File: src/rtl/alu_mc_if.sv
// ============================================================================
// alu_mc_if : request/response bundle for the multi-cycle ALU.
// Revision  : 1.0
// ============================================================================
`default_nettype none

interface alu_mc_if #(
    parameter int WIDTH = 32
);
    logic             in_valid;
    logic             in_ready;
    logic [3:0]       opcode;
    logic [WIDTH-1:0] data_in_a;
    logic [WIDTH-1:0] data_in_b;
    logic             out_valid;
    logic [WIDTH-1:0] data_out;
    logic             zero_flag;
    logic             neg_flag;
    logic             ovf_flag;
    logic             dz_flag;
    logic             ill_flag;

    modport master (
        output in_valid, opcode, data_in_a, data_in_b,
        input  in_ready, out_valid, data_out,
               zero_flag, neg_flag, ovf_flag, dz_flag, ill_flag
    );

    modport slave (
        input  in_valid, opcode, data_in_a, data_in_b,
        output in_ready, out_valid, data_out,
               zero_flag, neg_flag, ovf_flag, dz_flag, ill_flag
    );
endinterface

`default_nettype wire

File: src/rtl/alu_mc.sv
// ============================================================================
// alu_mc : multi-cycle ALU with iterative MUL/DIVU/REMU and a registered result.
// Revision : 1.0
// ============================================================================
`default_nettype none

module alu_mc #(
    parameter int WIDTH   = 32,
    parameter int SHAMT_W = $clog2(WIDTH)
) (
    input  wire logic clk,
    input  wire logic rst_n,
    alu_mc_if.slave   alu_if
);
    localparam logic [3:0] c_OP_ADD  = 4'h0;
    localparam logic [3:0] c_OP_SUB  = 4'h1;
    localparam logic [3:0] c_OP_INC  = 4'h2;
    localparam logic [3:0] c_OP_DEC  = 4'h3;
    localparam logic [3:0] c_OP_AND  = 4'h4;
    localparam logic [3:0] c_OP_OR   = 4'h5;
    localparam logic [3:0] c_OP_NOT  = 4'h6;
    localparam logic [3:0] c_OP_XOR  = 4'h7;
    localparam logic [3:0] c_OP_SR   = 4'h8;
    localparam logic [3:0] c_OP_SL   = 4'h9;
    localparam logic [3:0] c_OP_SRA  = 4'hA;
    localparam logic [3:0] c_OP_MUL  = 4'hB;
    localparam logic [3:0] c_OP_DIVU = 4'hC;
    localparam logic [3:0] c_OP_REMU = 4'hD;
    localparam logic [3:0] c_OP_SLT  = 4'hE;

    typedef enum logic [0:0] {IDLE = 1'b0, ITER = 1'b1} state_t;

    state_t             state_q, state_d;
    logic [SHAMT_W-1:0] cnt_q, cnt_d;
    logic [WIDTH-1:0]   a_q, a_d, b_q, b_d, acc_q, acc_d;
    logic [3:0]         op_q, op_d;
    logic               out_valid_q, out_valid_d;
    logic [WIDTH-1:0]   data_q, data_d;
    logic               zero_q, zero_d, neg_q, neg_d;
    logic               ovf_q, ovf_d, dz_q, dz_d, ill_q, ill_d;

    logic [WIDTH-1:0]   w_a, w_b, w_res, w_sum, w_diff, w_inc, w_dec;
    logic [SHAMT_W-1:0] w_shamt;
    logic               w_ovf, w_dz, w_ill, w_go_iter;
    logic [WIDTH-1:0]   w_mul_sum, w_rem_nxt, w_quo_nxt;
    logic [WIDTH:0]     w_rsh;
    logic               w_qbit;

    assign w_a     = alu_if.data_in_a;
    assign w_b     = alu_if.data_in_b;
    assign w_shamt = w_b[SHAMT_W-1:0];
    assign w_sum   = w_a + w_b;
    assign w_diff  = w_a - w_b;
    assign w_inc   = w_a + WIDTH'(1);
    assign w_dec   = w_a - WIDTH'(1);

    // Single-cycle result; the DIVU/REMU arms only matter for the b == 0 case
    always_comb begin
        w_res = '0;
        w_ovf = 1'b0;
        w_dz  = 1'b0;
        w_ill = 1'b0;
        case (alu_if.opcode)
            c_OP_ADD: begin
                w_res = w_sum;
                w_ovf = (w_a[WIDTH-1] == w_b[WIDTH-1]) && (w_sum[WIDTH-1] != w_a[WIDTH-1]);
            end
            c_OP_SUB: begin
                w_res = w_diff;
                w_ovf = (w_a[WIDTH-1] != w_b[WIDTH-1]) && (w_diff[WIDTH-1] != w_a[WIDTH-1]);
            end
            c_OP_INC: begin
                w_res = w_inc;
                w_ovf = !w_a[WIDTH-1] && w_inc[WIDTH-1];
            end
            c_OP_DEC: begin
                w_res = w_dec;
                w_ovf = w_a[WIDTH-1] && !w_dec[WIDTH-1];
            end
            c_OP_AND:  w_res = w_a & w_b;
            c_OP_OR:   w_res = w_a | w_b;
            c_OP_NOT:  w_res = ~w_a;
            c_OP_XOR:  w_res = w_a ^ w_b;
            c_OP_SR:   w_res = w_a >> w_shamt;
            c_OP_SL:   w_res = w_a << w_shamt;
            c_OP_SRA:  w_res = $signed(w_a) >>> w_shamt;
            c_OP_MUL:  w_res = '0;
            c_OP_DIVU: begin
                w_res = '1;
                w_dz  = 1'b1;
            end
            c_OP_REMU: begin
                w_res = w_a;
                w_dz  = 1'b1;
            end
            c_OP_SLT:  w_res = WIDTH'($signed(w_a) < $signed(w_b));
            default:   w_ill = 1'b1;
        endcase
    end

    assign w_go_iter = (alu_if.opcode == c_OP_MUL) ||
                       (((alu_if.opcode == c_OP_DIVU) || (alu_if.opcode == c_OP_REMU)) && (w_b != '0));

    // MUL: a_q shifts left, b_q shifts right, acc_q accumulates the low product bits.
    // DIV: a_q shifts the dividend out MSB-first and collects quotient bits; acc_q is the remainder.
    assign w_mul_sum = acc_q + (b_q[0] ? a_q : '0);
    assign w_rsh     = {acc_q, a_q[WIDTH-1]};
    assign w_qbit    = (w_rsh >= {1'b0, b_q});
    assign w_rem_nxt = w_qbit ? (w_rsh[WIDTH-1:0] - b_q) : w_rsh[WIDTH-1:0];
    assign w_quo_nxt = {a_q[WIDTH-2:0], w_qbit};

    always_comb begin
        state_d     = state_q;
        cnt_d       = cnt_q;
        a_d         = a_q;
        b_d         = b_q;
        acc_d       = acc_q;
        op_d        = op_q;
        out_valid_d = 1'b0;
        data_d      = data_q;
        ovf_d       = ovf_q;
        dz_d        = dz_q;
        ill_d       = ill_q;
        case (state_q)
            IDLE: begin
                if (alu_if.in_valid) begin
                    if (w_go_iter) begin
                        state_d = ITER;
                        cnt_d   = '0;
                        a_d     = w_a;
                        b_d     = w_b;
                        acc_d   = '0;
                        op_d    = alu_if.opcode;
                    end else begin
                        out_valid_d = 1'b1;
                        data_d      = w_res;
                        ovf_d       = w_ovf;
                        dz_d        = w_dz;
                        ill_d       = w_ill;
                    end
                end
            end
            ITER: begin
                cnt_d = cnt_q + 1'b1;
                if (op_q == c_OP_MUL) begin
                    acc_d = w_mul_sum;
                    a_d   = a_q << 1;
                    b_d   = b_q >> 1;
                end else begin
                    acc_d = w_rem_nxt;
                    a_d   = w_quo_nxt;
                end
                if (cnt_q == SHAMT_W'(WIDTH-1)) begin
                    state_d     = IDLE;
                    out_valid_d = 1'b1;
                    ovf_d       = 1'b0;
                    dz_d        = 1'b0;
                    ill_d       = 1'b0;
                    if (op_q == c_OP_MUL)       data_d = w_mul_sum;
                    else if (op_q == c_OP_DIVU) data_d = w_quo_nxt;
                    else                        data_d = w_rem_nxt;
                end
            end
            default: state_d = IDLE;
        endcase
        // Status bits only move with a new result so reset leaves every flag low
        zero_d = out_valid_d ? (data_d == '0)       : zero_q;
        neg_d  = out_valid_d ? data_d[WIDTH-1]      : neg_q;
    end

    always_ff @(posedge clk or negedge rst_n) begin
        if (!rst_n) begin
            state_q     <= IDLE;
            cnt_q       <= '0;
            a_q         <= '0;
            b_q         <= '0;
            acc_q       <= '0;
            op_q        <= '0;
            out_valid_q <= 1'b0;
            data_q      <= '0;
            zero_q      <= 1'b0;
            neg_q       <= 1'b0;
            ovf_q       <= 1'b0;
            dz_q        <= 1'b0;
            ill_q       <= 1'b0;
        end else begin
            state_q     <= state_d;
            cnt_q       <= cnt_d;
            a_q         <= a_d;
            b_q         <= b_d;
            acc_q       <= acc_d;
            op_q        <= op_d;
            out_valid_q <= out_valid_d;
            data_q      <= data_d;
            zero_q      <= zero_d;
            neg_q       <= neg_d;
            ovf_q       <= ovf_d;
            dz_q        <= dz_d;
            ill_q       <= ill_d;
        end
    end

    assign alu_if.in_ready  = (state_q == IDLE);
    assign alu_if.out_valid = out_valid_q;
    assign alu_if.data_out  = data_q;
    assign alu_if.zero_flag = zero_q;
    assign alu_if.neg_flag  = neg_q;
    assign alu_if.ovf_flag  = ovf_q;
    assign alu_if.dz_flag   = dz_q;
    assign alu_if.ill_flag  = ill_q;
endmodule

`default_nettype wire

File: src/flat_wrapper.sv
// flat-port wrapper written by rule: the top's interface ports become plain ports
module alu_mc_flat 
#(
    parameter int WIDTH   = 32,
    parameter int SHAMT_W = $clog2(WIDTH)
)
  (clk, rst_n, alu_if_in_valid, alu_if_opcode, alu_if_data_in_a, alu_if_data_in_b, alu_if_in_ready, alu_if_out_valid, alu_if_data_out, alu_if_zero_flag, alu_if_neg_flag, alu_if_ovf_flag, alu_if_dz_flag, alu_if_ill_flag);
  alu_mc_if #(.WIDTH(WIDTH)) alu_if_i ();
  input  wire logic clk;
  input  wire logic rst_n;
  input wire logic [$bits(alu_if_i.in_valid)-1:0] alu_if_in_valid;
  input wire logic [$bits(alu_if_i.opcode)-1:0] alu_if_opcode;
  input wire logic [$bits(alu_if_i.data_in_a)-1:0] alu_if_data_in_a;
  input wire logic [$bits(alu_if_i.data_in_b)-1:0] alu_if_data_in_b;
  output wire logic [$bits(alu_if_i.in_ready)-1:0] alu_if_in_ready;
  output wire logic [$bits(alu_if_i.out_valid)-1:0] alu_if_out_valid;
  output wire logic [$bits(alu_if_i.data_out)-1:0] alu_if_data_out;
  output wire logic [$bits(alu_if_i.zero_flag)-1:0] alu_if_zero_flag;
  output wire logic [$bits(alu_if_i.neg_flag)-1:0] alu_if_neg_flag;
  output wire logic [$bits(alu_if_i.ovf_flag)-1:0] alu_if_ovf_flag;
  output wire logic [$bits(alu_if_i.dz_flag)-1:0] alu_if_dz_flag;
  output wire logic [$bits(alu_if_i.ill_flag)-1:0] alu_if_ill_flag;
  assign alu_if_i.in_valid = alu_if_in_valid;
  assign alu_if_i.opcode = alu_if_opcode;
  assign alu_if_i.data_in_a = alu_if_data_in_a;
  assign alu_if_i.data_in_b = alu_if_data_in_b;
  assign alu_if_in_ready = alu_if_i.in_ready;
  assign alu_if_out_valid = alu_if_i.out_valid;
  assign alu_if_data_out = alu_if_i.data_out;
  assign alu_if_zero_flag = alu_if_i.zero_flag;
  assign alu_if_neg_flag = alu_if_i.neg_flag;
  assign alu_if_ovf_flag = alu_if_i.ovf_flag;
  assign alu_if_dz_flag = alu_if_i.dz_flag;
  assign alu_if_ill_flag = alu_if_i.ill_flag;
  alu_mc #(.WIDTH(WIDTH), .SHAMT_W(SHAMT_W)) u_core (.clk(clk), .rst_n(rst_n), .alu_if(alu_if_i));
endmodule
File: config.mk
export PLATFORM = sky130hd
export DESIGN_NAME = alu_mc_flat
export DESIGN_NICKNAME = d
export VERILOG_FILES = /design/src/rtl/alu_mc_if.sv /design/src/rtl/alu_mc.sv /design/src/flat_wrapper.sv
export SDC_FILE = /design/constraint.sdc
export NUM_CORES = 1
export LEC_CHECK = 0
export ABC_AREA = 1
export BUFFER_PORTS_ARGS = -buffer_cell sky130_fd_sc_hd__buf_2
export CELL_PAD_IN_SITES_DETAIL_PLACEMENT = 1
export CELL_PAD_IN_SITES_GLOBAL_PLACEMENT = 1
export CORE_AREA = 2 2 243 245
export CTS_BUF_LIST = sky130_fd_sc_hd__clkbuf_4 sky130_fd_sc_hd__clkbuf_8
export CTS_CLUSTER_DIAMETER = 200
export CTS_CLUSTER_SIZE = 8
export DETAILED_ROUTE_END_ITERATION = 10
export DIE_AREA = 0 0 245 247
export MAX_ROUTING_LAYER = met4
export PLACE_DENSITY = 0.8
export RECOVER_POWER = 50
export SLEW_MARGIN = 20
export SYNTH_ARGS = -nofsm -noshare
export SYNTH_HDL_FRONTEND = slang
export SYNTH_SLANG_ARGS = --single-unit
File: constraint.sdc
create_clock -name clk -period 3.4 [get_ports clk]
set_clock_uncertainty 0.2 [all_clocks]
set_input_delay 0.68 -clock clk [delete_from_list [all_inputs] [get_ports clk]]
set_output_delay 0.68 -clock clk [all_outputs]
set_load 0.01 [all_outputs]
==> results of run 1 <==
timing repair:
item,4_1_cts
endpoints found under the setup margin,34
cloned,4
buffers inserted,22
endpoints found under the hold margin,5
gates resized for setup,273
hold buffers,1
pin swaps,35
routing by layer:
layer / global-route usage, % / GRT overflow
met4: 91.00 / 265
met3: 74.69 / 40
met5: - / -
met1: 84.51 / 42
met2: 100.6 / 431
cell families after synthesis:
| group | after synthesis | share of synthesized area [%] |
|---|---|---|
| simple gates | 2922 | 48.70 |
| buf+inv | 770 | 12.14 |
| compound gates | 667 | 14.90 |
| fa+ha+maj | 178 | 8.978 |
| flops | 144 | 14.33 |
| xor+xnor | 26 | 0.9057 |
| mux | 1 | 0.03981 |
metrics by stage:
step	utilization, %	setup TNS [ps]
4_1_cts	61.86	-153.8
3_5_place_dp	58.76	-14420
3_3_place_gp	58.76	-5261
2_1_floorplan	-	0
==> impl_metrics.xml, run 1 <==
<?xml version="1.0" encoding="UTF-8"?>
<metrics>
  <group name="placement">
    <metric name="dp_cells" unit="">6461</metric>
    <metric name="place_ws" unit="ps">-797.7</metric>
    <metric name="dpl.hpwl" unit="µm">147400</metric>
    <metric name="io_buffer_count" unit="">109</metric>
    <metric name="placedInstanceArea" unit="µm²">34220</metric>
    <metric name="place_congestion" unit="">1.159</metric>
  </group>
  <group name="status">
    <metric name="outcome" unit="">did not finish</metric>
    <metric name="stop_stage" unit="">5_1_grt</metric>
    <metric name="first-error" unit="">[ERROR GRT-0116] Global routing finished with congestion. Check the congestion regions in the DRC Viewer.</metric>
  </group>
  <group name="synthesis">
    <metric name="synthesis.area" unit="µm²">25140</metric>
    <metric name="count_of_flip_flops_with_a_built_in_enable_after_synthesis" unit="">0</metric>
    <metric name="synth_largest_type_area_fraction" unit="%">25.01</metric>
    <metric name="synth_top_cells_by_count" unit="">1675 x sky130_fd_sc_hd__nand2_1, 565 x sky130_fd_sc_hd__nand3_1, 560 x sky130_fd_sc_hd__inv_1</metric>
    <metric name="synth_most_common_cell" unit="">sky130_fd_sc_hd__nand2_1</metric>
    <metric name="ys_warn_count" unit="">0</metric>
    <metric name="syn_avg_cell_area" unit="µm²">5.340</metric>
    <metric name="ys_seq_elements" unit="">144</metric>
    <metric name="ys_top_cells_by_area" unit="">sky130_fd_sc_hd__nand2_1 25%, sky130_fd_sc_hd__dfrtp_1 14%, sky130_fd_sc_hd__nand3_1 11%</metric>
    <metric name="synthFlopType" unit="">sky130_fd_sc_hd__dfrtp_1</metric>
    <metric name="yosys.cell_types.count" unit="">55</metric>
    <metric name="seq_area_frac_synth" unit="%">14.33</metric>
    <metric name="syn-instance-count" unit="">4708</metric>
    <metric name="syn_nets" unit="">4957</metric>
    <metric name="synth_top_area_cell" unit="">sky130_fd_sc_hd__nand2_1</metric>
    <metric name="postSynth.asyncResetShare" unit="%">100.0</metric>
  </group>
  <group name="cts">
    <metric name="clock_tree.root_cell" unit="">sky130_fd_sc_hd__clkbuf_8</metric>
    <metric name="clock_path_buffers" unit="">2</metric>
    <metric name="clock_sinks" unit="">144</metric>
    <metric name="cts_made_buffers" unit="">17</metric>
    <metric name="clock_tree.htree_level_count" unit="">4</metric>
  </group>
  <group name="die">
    <metric name="placementRows" unit="">89</metric>
    <metric name="fp.dieH" unit="µm">247</metric>
    <metric name="initial_utilization" unit="%">43.17</metric>
    <metric name="pin_count" unit="">110</metric>
    <metric name="floorplan.die.width" unit="µm">245</metric>
  </group>
  <group name="global_routing">
    <metric name="grt_overflow" unit="">778</metric>
    <metric name="track_usage" unit="%">87.84</metric>
    <metric name="maximum_number_of_pins_on_one_net_before_global_route_repair" unit="">82</metric>
    <metric name="first_pass_grt_wire_length" unit="µm">394700</metric>
    <metric name="via_count_of_the_first_global_routing_pass" unit="">53860</metric>
  </group>
</metrics>
==> inputs of run 2 (changes only) <==
CELL_PAD_IN_SITES_DETAIL_PLACEMENT = not set   (was 1)
CELL_PAD_IN_SITES_GLOBAL_PLACEMENT = not set   (was 1)
CORE_AREA = 2 2 272 274   (was 2 2 243 245)
CTS_BUF_LIST = not set   (was sky130_fd_sc_hd__clkbuf_4 sky130_fd_sc_hd__clkbuf_8)
CTS_CLUSTER_DIAMETER = not set   (was 200)
CTS_CLUSTER_SIZE = not set   (was 8)
DIE_AREA = 0 0 274 276   (was 0 0 245 247)
MAX_ROUTING_LAYER = not set   (was met4)
PLACE_DENSITY = not set   (was 0.8)
PLACE_DENSITY_LB_ADDON = 0.15   (was not set)
==> run 2 against run 1 <==
Against the previous run:
- the flow now finishes, with violations (capacitance limit, slew limit, setup timing)
- synthesized cell count is the same
- synthesized area unchanged
==> impl_metrics.xml, run 2 <==
<?xml version="1.0" encoding="UTF-8"?>
<metrics>
  <group name="detailed_routing">
    <metric name="drtAntennaViolNets" unit="">0</metric>
    <metric name="route.final.wire_length" unit="µm">161200</metric>
    <metric name="wl_per_cell" unit="µm">23.47</metric>
    <metric name="drt_pre_antenna_iters" unit="">8</metric>
    <metric name="remaining_drc_errors" unit="">0</metric>
    <metric name="avgViaCountPerCell" unit="">5.409</metric>
    <metric name="detailroute.via_count" unit="">37150</metric>
    <metric name="iteration_0_drc_count_of_the_detailed_router" unit="">3975</metric>
  </group>
  <group name="cells_and_area">
    <metric name="final_util" unit="%">53.96</metric>
    <metric name="area_growth" unit="%">55.78</metric>
    <metric name="mostFrequentLayoutCells" unit="">1554 x sky130_fd_sc_hd__nand2_1, 1171 x sky130_fd_sc_hd__buf_4, 525 x sky130_fd_sc_hd__inv_1, 512 x sky130_fd_sc_hd__nand3_1, 382 x sky130_fd_sc_hd__nor2_1</metric>
    <metric name="stdcell_area" unit="µm²">39170</metric>
    <metric name="fillerInstances" unit="">7710</metric>
    <metric name="total_number_of_nets_in_the_final_design" unit="">6139</metric>
    <metric name="mostFrequentLayoutCell" unit="">sky130_fd_sc_hd__nand2_1</metric>
    <metric name="layout-drive-gt1-share" unit="%">32.90</metric>
  </group>
  <group name="timing">
    <metric name="max-slew-margin-rel" unit="%">-29.78</metric>
    <metric name="setup_ws" unit="ps">-6.708</metric>
    <metric name="timing_worst_slew_pin_value" unit="ps">1947</metric>
    <metric name="max_freq" unit="MHz">293.5</metric>
    <metric name="setup_viol" unit="">1</metric>
    <metric name="report.final.slew_viol_count" unit="">66</metric>
    <metric name="layout_min_cycle_time" unit="ps">3407</metric>
    <metric name="post-route-period-util" unit="%">100.2</metric>
    <metric name="grt_setup_unrepaired" unit="">yes</metric>
    <metric name="hold_viol_final" unit="">0</metric>
  </group>
  <group name="global_routing">
    <metric name="antenna_found_initial" unit="">10</metric>
    <metric name="via_count_of_the_first_global_routing_pass" unit="">34790</metric>
    <metric name="first_pass_grt_wire_length" unit="µm">227200</metric>
    <metric name="maximum_number_of_pins_on_one_net_before_global_route_repair" unit="">82</metric>
    <metric name="grt_overflow" unit="">0</metric>
    <metric name="track_usage" unit="%">40.88</metric>
  </group>
  <group name="die">
    <metric name="area_of_the_placeable_core" unit="µm²">72590</metric>
    <metric name="placementRows" unit="">99</metric>
    <metric name="initial_utilization" unit="%">34.64</metric>
    <metric name="floorplan.die.width" unit="µm">274</metric>
    <metric name="floorplan.die_area" unit="µm²">75620</metric>
    <metric name="fp.dieH" unit="µm">276</metric>
    <metric name="pin_count" unit="">110</metric>
  </group>
  <group name="min_path">
    <metric name="hold_path_depth" unit="">2</metric>
    <metric name="hold_path_class" unit="">flip-flop to flip-flop</metric>
    <metric name="min_delay_worst_endpoint" unit="">u_core.alu_if.ovf_flag</metric>
    <metric name="hold_path.startpoint" unit="">u_core.alu_if.ovf_flag</metric>
  </group>
  <group name="synthesis">
    <metric name="syn-instance-count" unit="">4708</metric>
    <metric name="synth_most_common_cell" unit="">sky130_fd_sc_hd__nand2_1</metric>
    <metric name="synth_top_area_cell" unit="">sky130_fd_sc_hd__nand2_1</metric>
    <metric name="count_of_flip_flops_with_a_built_in_enable_after_synthesis" unit="">0</metric>
    <metric name="ys_top_cells_by_area" unit="">sky130_fd_sc_hd__nand2_1 25%, sky130_fd_sc_hd__dfrtp_1 14%, sky130_fd_sc_hd__nand3_1 11%</metric>
    <metric name="seq_area_frac_synth" unit="%">14.33</metric>
    <metric name="ys_warn_count" unit="">0</metric>
    <metric name="synthFlopType" unit="">sky130_fd_sc_hd__dfrtp_1</metric>
    <metric name="syn_nets" unit="">4957</metric>
    <metric name="synthesis.area" unit="µm²">25140</metric>
    <metric name="synth_largest_type_area_fraction" unit="%">25.01</metric>
    <metric name="synth_top_cells_by_count" unit="">1675 x sky130_fd_sc_hd__nand2_1, 565 x sky130_fd_sc_hd__nand3_1, 560 x sky130_fd_sc_hd__inv_1</metric>
    <metric name="postSynth.asyncResetShare" unit="%">100.0</metric>
    <metric name="ys_seq_elements" unit="">144</metric>
    <metric name="syn_avg_cell_area" unit="µm²">5.340</metric>
    <metric name="yosys.cell_types.count" unit="">55</metric>
  </group>
  <group name="cts">
    <metric name="clock_tree.htree_level_count" unit="">4</metric>
    <metric name="clock_tree.root_cell" unit="">sky130_fd_sc_hd__clkbuf_16</metric>
    <metric name="clock_tree_from_tritoncts" unit="">built</metric>
    <metric name="cts_clock_pin_slew_for_the_worst_setup_and_hold_paths" unit="ps">80</metric>
    <metric name="clkLatencyLatePin" unit="ps">450</metric>
    <metric name="clock_path_buffers" unit="">2</metric>
    <metric name="clock_sinks" unit="">144</metric>
    <metric name="cts_made_buffers" unit="">17</metric>
  </group>
  <group name="status">
    <metric name="outcome" unit="">complete, but fails checks</metric>
    <metric name="violated_checks" unit="">capacitance limit, slew limit, setup timing</metric>
  </group>
  <group name="setup_path">
    <metric name="setup.worst_path.end_class" unit="">flip-flop</metric>
    <metric name="r2r_cells" unit="">22</metric>
    <metric name="critical-path-slowest-cell" unit="">sky130_fd_sc_hd__nor4_2</metric>
    <metric name="worstPathBufferInverterCount" unit="">3</metric>
    <metric name="cpMostUsedCell" unit="">sky130_fd_sc_hd__nand2_1</metric>
    <metric name="worst-path-max-fanout" unit="">4</metric>
    <metric name="critical-path-max-stage-delay" unit="ps">310</metric>
    <metric name="cp_cell_sequence" unit="">clkbuf_4 &gt; buf_4 &gt; buf_4 &gt; nand2_1 &gt; nor2_2 &gt; nand4_1 &gt; nor4_2 &gt; ha_1 &gt; o21ai_1 &gt; nor2_1 &gt; nand4_1 &gt; a21oi_1 &gt; nand3_1 &gt; nand2_1 &gt; a21oi_2 &gt; nor2_2 &gt; nand2_1 &gt; nor2_1 &gt; nand3_2 &gt; nor2_1 &gt; nand2_1 &gt; nand2_1</metric>
    <metric name="regToRegStartpoint" unit="">u_core.b_q[0]</metric>
    <metric name="critPathArrivalTime" unit="ps">3600</metric>
    <metric name="r2r_setup_slack" unit="ps">70</metric>
    <metric name="worst_path_dominant_cell_family" unit="">simple AND/OR/NAND/NOR gates</metric>
    <metric name="critical_path_class" unit="">input port to flip-flop</metric>
    <metric name="worstReg2RegEnd" unit="">u_core.alu_if.zero_flag</metric>
    <metric name="start_kind" unit="">input port</metric>
    <metric name="critical_path_required" unit="ps">3600</metric>
  </group>
  <group name="placement">
    <metric name="dpl.hpwl" unit="µm">134100</metric>
    <metric name="placedInstanceArea" unit="µm²">35560</metric>
    <metric name="io_buffer_count" unit="">109</metric>
    <metric name="place_ws" unit="ps">-815.1</metric>
    <metric name="place_congestion" unit="">1.115</metric>
  </group>
  <group name="power">
    <metric name="cellPowerDensity" unit="nW/µm²">816.4</metric>
    <metric name="p_leak" unit="µW">0.02070</metric>
    <metric name="worst_ir_drop_vdd" unit="mV">0.9082</metric>
  </group>
  <group name="run">
    <metric name="maxCapViolCount" unit="">1</metric>
  </group>
</metrics>
run 2: cell counts after synthesis:
No cell type changed its count.
run 2: how the worst max path moves through the flow:
stage               cells after the start                  from                      end  slack [ps]
floorplan                              25   alu_if_data_in_b[2]  u_core.alu_if.zero_flag          60
global placement                       25  alu_if_data_in_a[19]  u_core.alu_if.zero_flag        -810
detailed placement                     25  alu_if_data_in_a[19]  u_core.alu_if.zero_flag        -820
CTS                                    25  alu_if_data_in_a[19]  u_core.alu_if.zero_flag           1
global route                           24      u_core.acc_q[22]  u_core.alu_if.zero_flag        -130
finish                                 22  alu_if_data_in_a[25]  u_core.alu_if.zero_flag          -7
run 2: per-layer routing:
metal	vias to the layer above	GRT usage (%)	wire, µm
met4	8	32.30	15820
met2	2012	65.02	71080
met3	568	6.853	13930
met1	16980	48.58	60310
met5	-	0	52
li1	17580	-	-
run 2: stage by stage:
step / power, µW / cells / TNS [ps] / hold slack, ps
final: 31970 / 6867 / -6.708 / 292.2
after global routing: 34110 / 6863 / -132.3 / 306.9
after CTS: 28320 / 6808 / 0 / 86.55
after detailed placement: 25450 / 6774 / -9604 / 267.7
after global placement: 25310 / 6774 / -9889 / 267.0
after floorplan: 14360 / 4708 / 0 / 184.4
run 2: cell type report:
class	count	area, µm²	area share, %
repair buffers	1352	10620	27.11
well taps	959	1200	3.064
multi-input cells	3796	20910	53.40
diodes	5	12.51	0.03195
flip-flops and latches	144	3631	9.271
inverters	579	2183	5.575
clock buffers	17	425.4	1.086
clock inverters	15	183.9	0.4696
run 2: worst register-to-register path: stages (launching register included):
cell and delay (ps):
sky130_fd_sc_hd__dfrtp_1 390, sky130_fd_sc_hd__buf_12 160, sky130_fd_sc_hd__ha_4 130, sky130_fd_sc_hd__inv_1 50, sky130_fd_sc_hd__fa_2 350, sky130_fd_sc_hd__nand3_1 100
sky130_fd_sc_hd__nand3_2 150, sky130_fd_sc_hd__nand2_1 100, sky130_fd_sc_hd__nand2_1 80, sky130_fd_sc_hd__nand2_1 130, sky130_fd_sc_hd__nand2_4 90, sky130_fd_sc_hd__xor2_1 260
sky130_fd_sc_hd__nand2_1 120, sky130_fd_sc_hd__o21ai_1 160, sky130_fd_sc_hd__o21bai_1 140, sky130_fd_sc_hd__a21oi_2 240, sky130_fd_sc_hd__nor2_2 70, sky130_fd_sc_hd__nand2_1 90
sky130_fd_sc_hd__nor2_2 50, sky130_fd_sc_hd__nand2_1 50, sky130_fd_sc_hd__nor2_1 30, sky130_fd_sc_hd__nand2_1 60, sky130_fd_sc_hd__nand2_1 50
run 2: where the power goes:
| group | switching [µW] | internal (µW) | leakage (µW) | total, µW |
|---|---|---|---|---|
| logic | 15100 | 11300 | 0.0187 | 26400 |
| registers | 1040 | 2550 | 0.00171 | 3590 |
| clock network | 963 | 1000 | 0.000298 | 1970 |
run 2: cells by family (layout without fill, tap and decap cells):
logic type	Yosys count	in the layout	synth area share [%]
XOR/XNOR	26	26	0.9057
flip-flops	144	144	14.33
AND/OR/NAND/NOR	2922	2924	48.70
other	0	5	0
multiplexers	1	1	0.03981
AO/OA/AOI/OAI	667	667	14.90
adder cells (fa/ha/maj)	178	178	8.978
buffers and inverters	770	1963	12.14
run 2: what timing repair did:
action	in CTS	in global routing
gates cloned	1	1
resized for setup	123	534
hold buffers	0	0
setup endpoints to repair	3	10
pin swaps	8	133
setup buffers	1	53
endpoints found under the hold margin	0	0
Note: power is estimated with default switching activity, not from simulation.
